$ cat src/rtl/lt1_cmp.sv
// lt1_cmp: registered WIDTH-bit comparator (lt/eq/gt) with a saturating count of lt results.
// Define LT1_CMP_SIGNED_EN to compare i0/i1 as two's-complement instead of unsigned.
module lt1_cmp #(
    parameter int WIDTH = 2,
    parameter int CNT_W = 8
) (
    input  logic             clk,
    input  logic             reset,
    input  logic [WIDTH-1:0] i0,
    input  logic [WIDTH-1:0] i1,
    input  logic             in_valid,
    output logic             lt,
    output logic             eq,
    output logic             gt,
    output logic             out_valid,
    output logic [CNT_W-1:0] lt_count
);
    logic less, greater;
`ifdef LT1_CMP_SIGNED_EN
    assign less    = $signed(i0) < $signed(i1);
    assign greater = $signed(i0) > $signed(i1);
`else
    assign less    = i0 < i1;
    assign greater = i0 > i1;
`endif
    always_ff @(posedge clk) begin
        if (reset) begin
            lt        <= 1'b0;
            eq        <= 1'b0;
            gt        <= 1'b0;
            out_valid <= 1'b0;
            lt_count  <= '0;
        end else begin
            out_valid <= in_valid;
            if (in_valid) begin
                lt <= less;
                eq <= i0 == i1;
                gt <= greater;
                if (less && lt_count != '1) lt_count <= lt_count + 1'b1;
            end
        end
    end
endmodule

$ cat config.mk
export PLATFORM = sky130hd
export DESIGN_NAME = lt1_cmp
export DESIGN_NICKNAME = d
export VERILOG_FILES = /design/src/rtl/lt1_cmp.sv
export SDC_FILE = /design/constraint.sdc
export NUM_CORES = 1
export LEC_CHECK = 0
export ABC_AREA = 1
export CAP_MARGIN = 40
export CORE_MARGIN = 3
export CORE_UTILIZATION = 40
export CTS_CLUSTER_DIAMETER = 150
export DETAILED_ROUTE_END_ITERATION = 7
export PLACE_DENSITY = 0.77
export SYNTH_ARGS = -nofsm -noshare
export SYNTH_HDL_FRONTEND = slang
export SYNTH_SLANG_ARGS = --single-unit
$ cat constraint.sdc
create_clock -name clk -period 1.4 [get_ports clk]
set_input_delay 0.42 -clock clk [delete_from_list [all_inputs] [get_ports clk]]
set_output_delay 0.42 -clock clk [all_outputs]
set_load 0.05 [all_outputs]
==> run summary <==
Status: completed
Clock Pin Slew Worst Setup and Hold Paths: 0.07 ns
VDD IR max: 563 µV
Startpoint types: primary input
Syn. warnings: 0
Most frequent cells in the layout: 22 x nand2_1, 12 x nor2_1, 12 x buf_12, 9 x inv_1, 7 x dfxtp_2
Htree depth: 1
CTS root buf: clkbuf_4
Post-DP HPWL: 1.22 mm
WP data arrival: 1.53 ns
Min-Delay Path Class: register to register
Synth Cell Area: 652 µm²
Wire per inst: 12.4 µm
Die X: 46.4 µm
Clock latency on the worst-skew pair: 0.28 ns
Largest cells by area after synthesis: dfxtp_1 37%, nand2_1 15%, inv_1 6.9%
Clk sink count: 12
Worst Hold Slack: 0.512 ns
Max Slew Vio Count: 0
Slew headroom: 87.3%
Crit. End Element: register
Routed Antenna Nets: 0
First drt pass iteration count: 4
Pwr/cell area: 734 nW/µm²
Clock Skew: 0.00187 ns
Num CTS Buffers: 3
First-pass GRT wire length: 2.80 mm
Final setup viols: 0
Residual DRC: 0
Port bufs: 18
ANT cells: 0
Register area share after synthesis: 36.9%
Unrepaired setup endpoints after global routing: false
Post-Syn Area per Cell: 7.09 µm²
Die ar.: 2150 µm²
Initial antenna violation count: 0
DRT iter0 DRCs: 11
Yosys top cell by area: dfxtp_1
Fin worst setup slack: 0.0803 ns
Crit share post-route: 94.3%
Total Routing Usage GR: 18.6%
Die Ht: 46.4 µm
Row count: 13
Share of layout cells above drive strength 1: 41.0%
CTS max path bufs: 2
Fin nets: 129
Worst Path Max Fanout: 6
Io pins: 19
CP max-delay cell: dlygate4sd2_1
Crit-path cells: dlygate4sd2_1 -> ha_4 -> nand2_4 -> nand3_4 -> a21oi_4 -> nand2_1 -> a21oi_2
Core Area: 1420 µm²
Share of the synthesized area in the top cell type: 36.9%
Final min period: 1.32 ns
Initial core utilization: 46.1%
Detailed Route WL: 1.64 mm
Post-DR vias/cell: 5.02
Critical path class: primary input to register
Synth Instances: 92
TritonCTS clock tree: yes
Largest net degree at the start of global routing: 9
Post-placement worst setup slack: -0.602 ns
Mapped Nets: 102
Slowest stage delay, CP: 0.26 ns
Max-cap violation count: 0
Critical Path RT: 1.61 ns
Synthesis-to-layout area growth: 67.0%
Most common cell after layout, fill and taps aside: nand2_1
Gpl congestion: 0.805
Final Hold Fails: 0
Leakage: 0.452 nW
Max Freq: 758 MHz
Seq cells post-synth: 12
Total congestion overflow: 0
Synth unique cells: 17
Via Count: 662
Vias in the first global route: 629
Measured slew at the worst slew-check pin: 0.191 ns
-- final timing paths --
kind / start / endpoint / slack, ns / cells past startpoint
max: i0[1] / lt_count[4] / 0.08 / 7
min: lt / lt / 0.51 / 2
max reg2reg: lt_count[1] / lt_count[2] / 0.10 / 7
min reg2reg: lt / lt / 0.51 / 2
-- per-stage QoR --
stage	cell area, µm²	util [%]	instances	setup TNS (ns)	total power, mW
6_report	1090	76.9	132	0	0.799
5_1_grt	1090	76.9	132	0	0.837
4_1_cts	1080	76.6	132	0	0.803
3_5_place_dp	1010	71.1	128	-5.29	0.570
3_3_place_gp	1010	71.1	128	-4.70	0.566
2_1_floorplan	662	-	92	0	0.469
-- routing by layer --
metal,track usage [%],wire (µm),vias to the layer above
met5,0,0,-
met2,31.3,794,20
met4,4.55,16,0
li1,-,-,341
met3,6.64,109,2
met1,22.1,723,299
-- repair_timing --
item | CTS | global route
buffers inserted | 1 | 0
pin swaps | 6 | 0
setup endpoints to repair | 8 | 2
gates resized for setup | 18 | 2
hold buffers | 0 | 0
-- where the power goes --
group / switching (mW) / leakage [nW] / internal [mW]
Sequential: 0.0150 / 0.102 / 0.355
Combinational: 0.116 / 0.336 / 0.102
Clock: 0.112 / 0.0138 / 0.0998
-- final cells by class --
cell class | instances | area (µm²)
inverter | 13 | 51.3
tap | 15 | 18.8
sequential | 12 | 253
fill | 96 | 327
timing repair buffer | 23 | 333
clock buffer | 3 | 22.5
multi-input combinational | 66 | 410
-- worst max-delay path: cells and delay by family --
family,cells,cell delay [ns]
compound gates,2,0.32
simple gates,3,0.27
buf+inv,1,0.26
fa+ha+maj,1,0.26
-- sequential cells by signal, indices dropped and copies added (netlist names) --
register   count
lt_count       8
eq             1
gt             1
lt             1
out_valid      1
-- logic make-up after synthesis --
group	synth area share, %
flip-flops	36.9
buffers and inverters	8.25
adder cells (fa/ha/maj)	5.76
AND/OR/NAND/NOR	35.1
XOR/XNOR	4.03
AO/OA/AOI/OAI	9.98
-- synth_stat cells --
| library cell | count |
|---|---|
| nand2_1 | 26 |
| dfxtp_1 | 12 |
| inv_1 | 12 |
| nor2_1 | 12 |
| nand3_1 | 6 |
| a21oi_1 | 4 |
| a21oi_2 | 4 |
| ha_1 | 3 |
| nand2_4 | 2 |
| nand4_1 | 2 |
| o21ai_0 | 2 |
| xnor2_1 | 2 |
| buf_2 | 1 |
| inv_2 | 1 |
| nand3_2 | 1 |
| nor2_4 | 1 |
| xor2_1 | 1 |
Note: power is estimated with default switching activity, not from simulation.
